$ cat src/rtl/sample_rom_fetch_if.sv
// rtl/sample_rom_fetch_if.sv - MCU and SDRAM signal bundle for sample_rom_fetch
interface sample_rom_fetch_if;
  logic [1:0]  sample_addr_wr;
  logic [15:0] sample_addr;
  logic        sample_inc;
  logic [7:0]  sample_rom_data;
  logic [24:0] sdr_addr;
  logic        sdr_req;
  logic        sdr_ack;
  logic [15:0] sdr_data;
  logic        busy;

  modport master (
    output sample_addr_wr, sample_addr, sample_inc, sdr_ack, sdr_data,
    input  sample_rom_data, sdr_addr, sdr_req, busy
  );

  modport slave (
    input  sample_addr_wr, sample_addr, sample_inc, sdr_ack, sdr_data,
    output sample_rom_data, sdr_addr, sdr_req, busy
  );
endinterface

$ cat src/rtl/sample_rom_fetch.sv
// rtl/sample_rom_fetch.sv - sample ROM byte fetch through a one-word SDRAM cache
// Optional next-word prefetch buffer: define SAMPLE_ROM_FETCH_PREFETCH_EN
module sample_rom_fetch #(
  parameter logic [24:0] SDR_BASE = 25'h0
) (
  input logic               CLK_32M,
  input logic               reset,
  sample_rom_fetch_if.slave bus
);
  localparam logic [1:0] ST_IDLE  = 2'd0;
  localparam logic [1:0] ST_REQ   = 2'd1;
  localparam logic [1:0] ST_WAIT  = 2'd2;
  localparam logic [1:0] ST_DRAIN = 2'd3;

  logic [1:0]  state_q, state_d;
  logic [15:0] addr_q, addr_d;
  logic        valid_q;
  logic [14:0] tag_q, req_tag_q, fetch_tag;
  logic [15:0] word_q;
  logic [7:0]  data_q;
  logic [24:0] sdr_addr_q;
  logic        sdr_req_q = 1'b0;
  logic        addr_wr, hit, ack_match, avail, demand_fill;
  logic [15:0] avail_word;
  logic        cache_we;
  logic [15:0] cache_word;
  logic [14:0] cache_tag;

  assign addr_wr   = |bus.sample_addr_wr;
  assign hit       = valid_q && (tag_q == addr_q[15:1]);
  assign ack_match = (bus.sdr_ack == sdr_req_q);

  always_comb begin
    addr_d = addr_q;
    if (addr_wr) begin
      if (bus.sample_addr_wr[0]) addr_d[7:0]  = bus.sample_addr[7:0];
      if (bus.sample_addr_wr[1]) addr_d[15:8] = bus.sample_addr[15:8];
    end else if (bus.sample_inc) begin
      addr_d = addr_q + 16'd1;
    end
  end

`ifdef SAMPLE_ROM_FETCH_PREFETCH_EN
  logic        pf_valid_q, pf_kind_q, pf_kill_q;
  logic [14:0] pf_tag_q, next_tag;
  logic [15:0] pf_word_q;
  logic        pf_hit, pf_want, promote;

  assign next_tag    = tag_q + 15'd1;
  assign pf_hit      = pf_valid_q && (pf_tag_q == addr_q[15:1]);
  assign pf_want     = hit && !(pf_valid_q && (pf_tag_q == next_tag));
  assign promote     = (state_q == ST_IDLE) && !hit && pf_hit;
  assign avail       = hit || pf_hit;
  assign avail_word  = hit ? word_q : pf_word_q;
  assign fetch_tag   = pf_kind_q ? next_tag : addr_q[15:1];
  assign demand_fill = (state_q == ST_WAIT) && ack_match && !pf_kind_q;
`else
  assign avail       = hit;
  assign avail_word  = word_q;
  assign fetch_tag   = addr_q[15:1];
  assign demand_fill = (state_q == ST_WAIT) && ack_match;
`endif

  always_comb begin
    cache_we   = demand_fill;
    cache_word = bus.sdr_data;
    cache_tag  = req_tag_q;
`ifdef SAMPLE_ROM_FETCH_PREFETCH_EN
    if (promote) begin
      cache_we   = 1'b1;
      cache_word = pf_word_q;
      cache_tag  = pf_tag_q;
    end
`endif
  end

  always_comb begin
    state_d = state_q;
    case (state_q)
      ST_IDLE: begin
`ifdef SAMPLE_ROM_FETCH_PREFETCH_EN
        if ((!hit && !pf_hit) || pf_want) state_d = ST_REQ;
`else
        if (!hit) state_d = ST_REQ;
`endif
      end
      ST_REQ:            state_d = ST_WAIT;
      ST_WAIT, ST_DRAIN: if (ack_match) state_d = ST_IDLE;
      default:           state_d = ST_IDLE;
    endcase
  end

  // A request left in flight by reset must be drained before a new toggle.
  always_ff @(posedge CLK_32M) begin
    if (reset) begin
      state_q    <= ack_match ? ST_IDLE : ST_DRAIN;
      addr_q     <= 16'h0000;
      valid_q    <= 1'b0;
      tag_q      <= 15'h0000;
      word_q     <= 16'h0000;
      req_tag_q  <= 15'h0000;
      data_q     <= 8'h00;
      sdr_addr_q <= SDR_BASE;
    end else begin
      state_q <= state_d;
      addr_q  <= addr_d;
      if (avail) data_q <= addr_q[0] ? avail_word[15:8] : avail_word[7:0];
      if (state_q == ST_REQ) begin
        sdr_addr_q <= SDR_BASE + {9'd0, fetch_tag, 1'b0};
        req_tag_q  <= fetch_tag;
      end
      if (cache_we) begin
        word_q  <= cache_word;
        tag_q   <= cache_tag;
        valid_q <= 1'b1;
      end
      if (demand_fill && (req_tag_q == addr_q[15:1]))
        data_q <= addr_q[0] ? bus.sdr_data[15:8] : bus.sdr_data[7:0];
    end
  end

  always_ff @(posedge CLK_32M) begin
    if (!reset && (state_q == ST_REQ)) sdr_req_q <= ~sdr_req_q;
  end

`ifdef SAMPLE_ROM_FETCH_PREFETCH_EN
  // An address write while a prefetch is in flight kills that fill.
  always_ff @(posedge CLK_32M) begin
    if (reset) begin
      pf_valid_q <= 1'b0;
      pf_kind_q  <= 1'b0;
      pf_kill_q  <= 1'b0;
      pf_tag_q   <= 15'h0000;
      pf_word_q  <= 16'h0000;
    end else begin
      if ((state_q == ST_IDLE) && (state_d == ST_REQ)) pf_kind_q <= hit;
      if (state_q == ST_REQ) pf_kill_q <= 1'b0;
      if ((state_q == ST_WAIT) && ack_match && pf_kind_q && !pf_kill_q && !addr_wr) begin
        pf_word_q  <= bus.sdr_data;
        pf_tag_q   <= req_tag_q;
        pf_valid_q <= 1'b1;
      end
      if (promote) pf_valid_q <= 1'b0;
      if (addr_wr) begin
        pf_valid_q <= 1'b0;
        pf_kill_q  <= 1'b1;
      end
    end
  end
`endif

  assign bus.sample_rom_data = data_q;
  assign bus.sdr_addr        = sdr_addr_q;
  assign bus.sdr_req         = sdr_req_q;
  assign bus.busy            = (state_q == ST_DRAIN) || !avail;
endmodule

$ cat src/flat_wrapper.sv
// flat-port wrapper written by rule: the top's interface ports become plain ports
module sample_rom_fetch_flat 
#(
  parameter logic [24:0] SDR_BASE = 25'h0
)
  (CLK_32M, reset, bus_sample_addr_wr, bus_sample_addr, bus_sample_inc, bus_sdr_ack, bus_sdr_data, bus_sample_rom_data, bus_sdr_addr, bus_sdr_req, bus_busy);
  sample_rom_fetch_if bus_i ();
  input logic CLK_32M;
  input logic reset;
  input wire logic [$bits(bus_i.sample_addr_wr)-1:0] bus_sample_addr_wr;
  input wire logic [$bits(bus_i.sample_addr)-1:0] bus_sample_addr;
  input wire logic [$bits(bus_i.sample_inc)-1:0] bus_sample_inc;
  input wire logic [$bits(bus_i.sdr_ack)-1:0] bus_sdr_ack;
  input wire logic [$bits(bus_i.sdr_data)-1:0] bus_sdr_data;
  output wire logic [$bits(bus_i.sample_rom_data)-1:0] bus_sample_rom_data;
  output wire logic [$bits(bus_i.sdr_addr)-1:0] bus_sdr_addr;
  output wire logic [$bits(bus_i.sdr_req)-1:0] bus_sdr_req;
  output wire logic [$bits(bus_i.busy)-1:0] bus_busy;
  assign bus_i.sample_addr_wr = bus_sample_addr_wr;
  assign bus_i.sample_addr = bus_sample_addr;
  assign bus_i.sample_inc = bus_sample_inc;
  assign bus_i.sdr_ack = bus_sdr_ack;
  assign bus_i.sdr_data = bus_sdr_data;
  assign bus_sample_rom_data = bus_i.sample_rom_data;
  assign bus_sdr_addr = bus_i.sdr_addr;
  assign bus_sdr_req = bus_i.sdr_req;
  assign bus_busy = bus_i.busy;
  sample_rom_fetch #(.SDR_BASE(SDR_BASE)) u_core (.CLK_32M(CLK_32M), .reset(reset), .bus(bus_i));
endmodule
$ cat config.mk
export PLATFORM = sky130hd
export DESIGN_NAME = sample_rom_fetch_flat
export DESIGN_NICKNAME = d
export VERILOG_FILES = /design/src/rtl/sample_rom_fetch_if.sv /design/src/rtl/sample_rom_fetch.sv /design/src/flat_wrapper.sv
export SDC_FILE = /design/constraint.sdc
export NUM_CORES = 1
export LEC_CHECK = 0
export ABC_AREA = 0
export CAP_MARGIN = 0
export CORE_MARGIN = 2
export CORE_UTILIZATION = 47
export DETAILED_ROUTE_END_ITERATION = 12
export PLACE_DENSITY_LB_ADDON = 0.15
export SYNTH_ARGS = -nofsm -noshare
export SYNTH_HDL_FRONTEND = slang
export SYNTH_SLANG_ARGS = --single-unit
$ cat constraint.sdc
create_clock -name CLK_32M -period 2.1 [get_ports CLK_32M]
set_clock_uncertainty 0.1 [all_clocks]
set_input_delay 0.315 -clock CLK_32M [delete_from_list [all_inputs] [get_ports CLK_32M]]
set_output_delay 0.315 -clock CLK_32M [all_outputs]
set_load 0.05 [all_outputs]
==> results.yml <==
routing:
  dr.pass1.iters: 4
  routedWlPerCell_um: 15.2
  dr_total_vias: 3437
  ant_nets: 0
  drc: 0
  via_per_inst: 5.30
  drt_iter0_drc: 163
  finalWirelength_um: 9840
global_routing:
  antenna_found_initial: 0
  overflow: 0
  grt_max_degree: 33
  grt_usage_pct: 23.4
  grt_pass1_vias: 3344
  grt_pass1_wl_um: 16000
clocking:
  cts.sinks: 74
  clockBufferDepth: 2
  postCtsHoldBufs: 0
  clkLatencyLatePin_ns: 0.34
  clk_pin_slew_ns: 0.08
  cts_tree: "yes"
  cts-root-buf: "clkbuf_8"
  cts_buffers: 9
  cts_max_level: 3
timing:
  maxSlewHeadroom_pct: 52.3
  maxSlewViolCount: 0
  grt_setup_unrepaired: "yes"
  fin_crit_sh_pct: 99.3
  hold_violations: 0
  worst_slack_ns: 0.0153
  final.setup.tns_ns: 0
  final-setup-viol-count: 0
  max_freq_ghz: 0.480
  worstMarginPinSlew_ns: 0.712
  period_needed_ns: 2.08
setup_path:
  critical_path_class: "reg2out"
  cp-end-kind: "primary output"
  path_max_fanout: 2
  critPathArrivalTime_ns: 1.67
  cp-start-kind: "flop"
  crit_required_ns: 1.68
finish:
  antenna_cells: 0
  fin_nets: 581
  area_delta_synth_final_pct: 32.1
  drive_gt1_share_pct: 20.3
  fill_cells: 667
  layout_common_cells: "nand2_1 (107), a21oi_1 (63), clkdlybuf4s50_1 (60), dfxtp_1 (54), buf_4 (45)"
  final_common_cell: "nand2_1"
  final_area_mm2: 0.00501
  final_util_pct: 64.5
place:
  place.gp.congestion: 0.801
  post-dp-hpwl_um: 6800
  dp_slack_ns: -0.109
  place_area_mm2: 0.00459
  io_buffers: 62
min_path:
  hold_path.class: "reg2reg"
synthesis:
  ys_warn_count: 0
  synth-edff-count: 3
  syn_area_mm2: 0.00379
  ys.flop_type: "dfxtp_1"
  synth_cell_types: 43
  syn_inst: 460
  yosysSeqAreaShare_pct: 39.9
  avgSynthCellArea_um2: 8.24
  async_flop_share_pct: 0
  ys_seq_elements: 74
power:
  power_frac_comb_pct: 22.2
  power_mw: 3.46
  switching_power_mw: 1.07
  p_seq_share_pct: 45.3
  p_leak_nw: 1.83
  internal_power_mw: 2.39
  powerDensity_mw_per_mm2: 691
  clkPwrFrac_pct: 32.5
  vdd_ir_drop_max_mv: 0.392
  netSwitchingFraction_pct: 30.9
floorplanning:
  num_rows: 32
  die_w_um: 93.8
  io_pins: 73
  coreArea_mm2: 0.00777
  start_util_pct: 48.8
  die_y_um: 93.8
  dieArea_mm2: 0.00880
run:
  drv_cap: 0
status:
  status: "finished, final reports clean"
path summary, 6_finish.rpt:
check	start	to	slack, ns	cells past startpoint
worst max register to register	u_core.addr_q[4]	u_core.state_q[1]	0.03	7
worst min-delay path	u_core.avail_word[1]	u_core.avail_word[1]	0.36	2
worst max-delay path	u_core.addr_q[4]	bus_busy	0.02	6
worst min register to register	u_core.avail_word[1]	u_core.avail_word[1]	0.36	2
sequential cells by signal (all words and copies together) (netlist names):
signal                      flops
u_core.tag_q                   15
u_core.valid_q                  1
u_core.bus.sample_rom_data      8
u_core.bus.sdr_addr            15
u_core.avail_word              16
u_core.state_q                  2
u_core.bus.sdr_req              1
u_core.addr_q                  16
power by group through the flow:
stage	sequential [mW]	combinational [mW]	clock, mW
floorplan	1.64	0.421	0
global placement	1.60	0.715	0
detailed placement	1.60	0.721	0
CTS	1.57	0.744	1.15
global route	1.58	0.825	1.22
finish	1.57	0.767	1.13
stage by stage:
step                      instances  hold WS, ns
after CTS                       645        0.357
after detailed placement        621        0.345
after global routing            649        0.384
final                           649        0.357
after floorplan                 469        0.333
after global placement          621        0.338
cell families (layout without fill, tap and decap cells):
logic type | after synthesis | count (layout) | share of synthesized area, %
xor gates and xnor gates | 38 | 38 | 9.17
adders and majority gates | 1 | 1 | 0.330
AOI/OAI and AO/OA | 91 | 91 | 13.9
other | 1 | 10 | 0.0989
muxes | 26 | 26 | 7.13
DFF | 74 | 74 | 39.9
and+or+nand+nor | 178 | 178 | 21.9
buffers and inverters | 51 | 129 | 7.62
Yosys cell counts (2+ instances only):
cell type	count	area share, %
xnor2_2	2	0.86
xor2_1	16	3.7
dfxtp_1	71	37
or2_1	2	0.33
a221oi_1	2	0.46
xnor2_1	20	4.6
nand3_1	7	0.92
nand2_1	108	11
mux2i_1	18	4.8
nor3_1	2	0.26
buf_6	7	2.1
nor2b_1	13	2.1
o21ai_1	3	0.40
nor2_1	19	1.9
nor3b_2	2	0.66
o21ai_0	2	0.26
buf_1	2	0.20
and3_1	3	0.50
buf_4	10	2.0
edfxtp_1	3	2.4
a21oi_1	63	8.3
nor4_1	3	0.50
and4_1	2	0.46
inv_1	3	0.30
clkbuf_1	23	2.3
a2111oi_0	9	2.1
mux2_2	8	2.4
and2_1	2	0.33
buf_2	6	0.79
nor4_2	2	0.66
nand4_1	7	1.2
a211oi_1	9	1.8
what timing repair did:
action,4_1_cts,5_1_grt
endpoints found under the hold margin,0,0
buffers inserted,8,4
pin swaps,6,10
gates resized for setup,21,18
cloned,0,0
endpoints found under the setup margin,3,26
layer usage:
layer | vias up | track usage (%) | wire (um)
li1 | 1696 | - | -
met1 | 1634 | 30.5 | 4490
met3 | 10 | 3.85 | 497
met4 | 0 | 9.54 | 153
met2 | 97 | 38.5 | 4710
met5 | - | 0 | 0
area by class of cell:
type                       instances  area, um^2  share of cell area [%]
timing repair buffer             110        1010                    20.1
sequential                        74        1550                    30.9
inverter                           3        11.3                   0.225
clock inverter                     4        30.0                   0.600
multi-input combinational        344        2110                    42.1
tap                              102         128                    2.55
clock buffer                      12         178                    3.55
critical path: stages (launching register included):
cell and delay, ns:
dfxtp_1 0.34, xnor2_2 0.20, nand4_1 0.13, nor4_2 0.30, buf_4 0.17, nand2_2 0.04
buf_6 0.14
No activity file was read; power rests on OpenSTA's default activity.
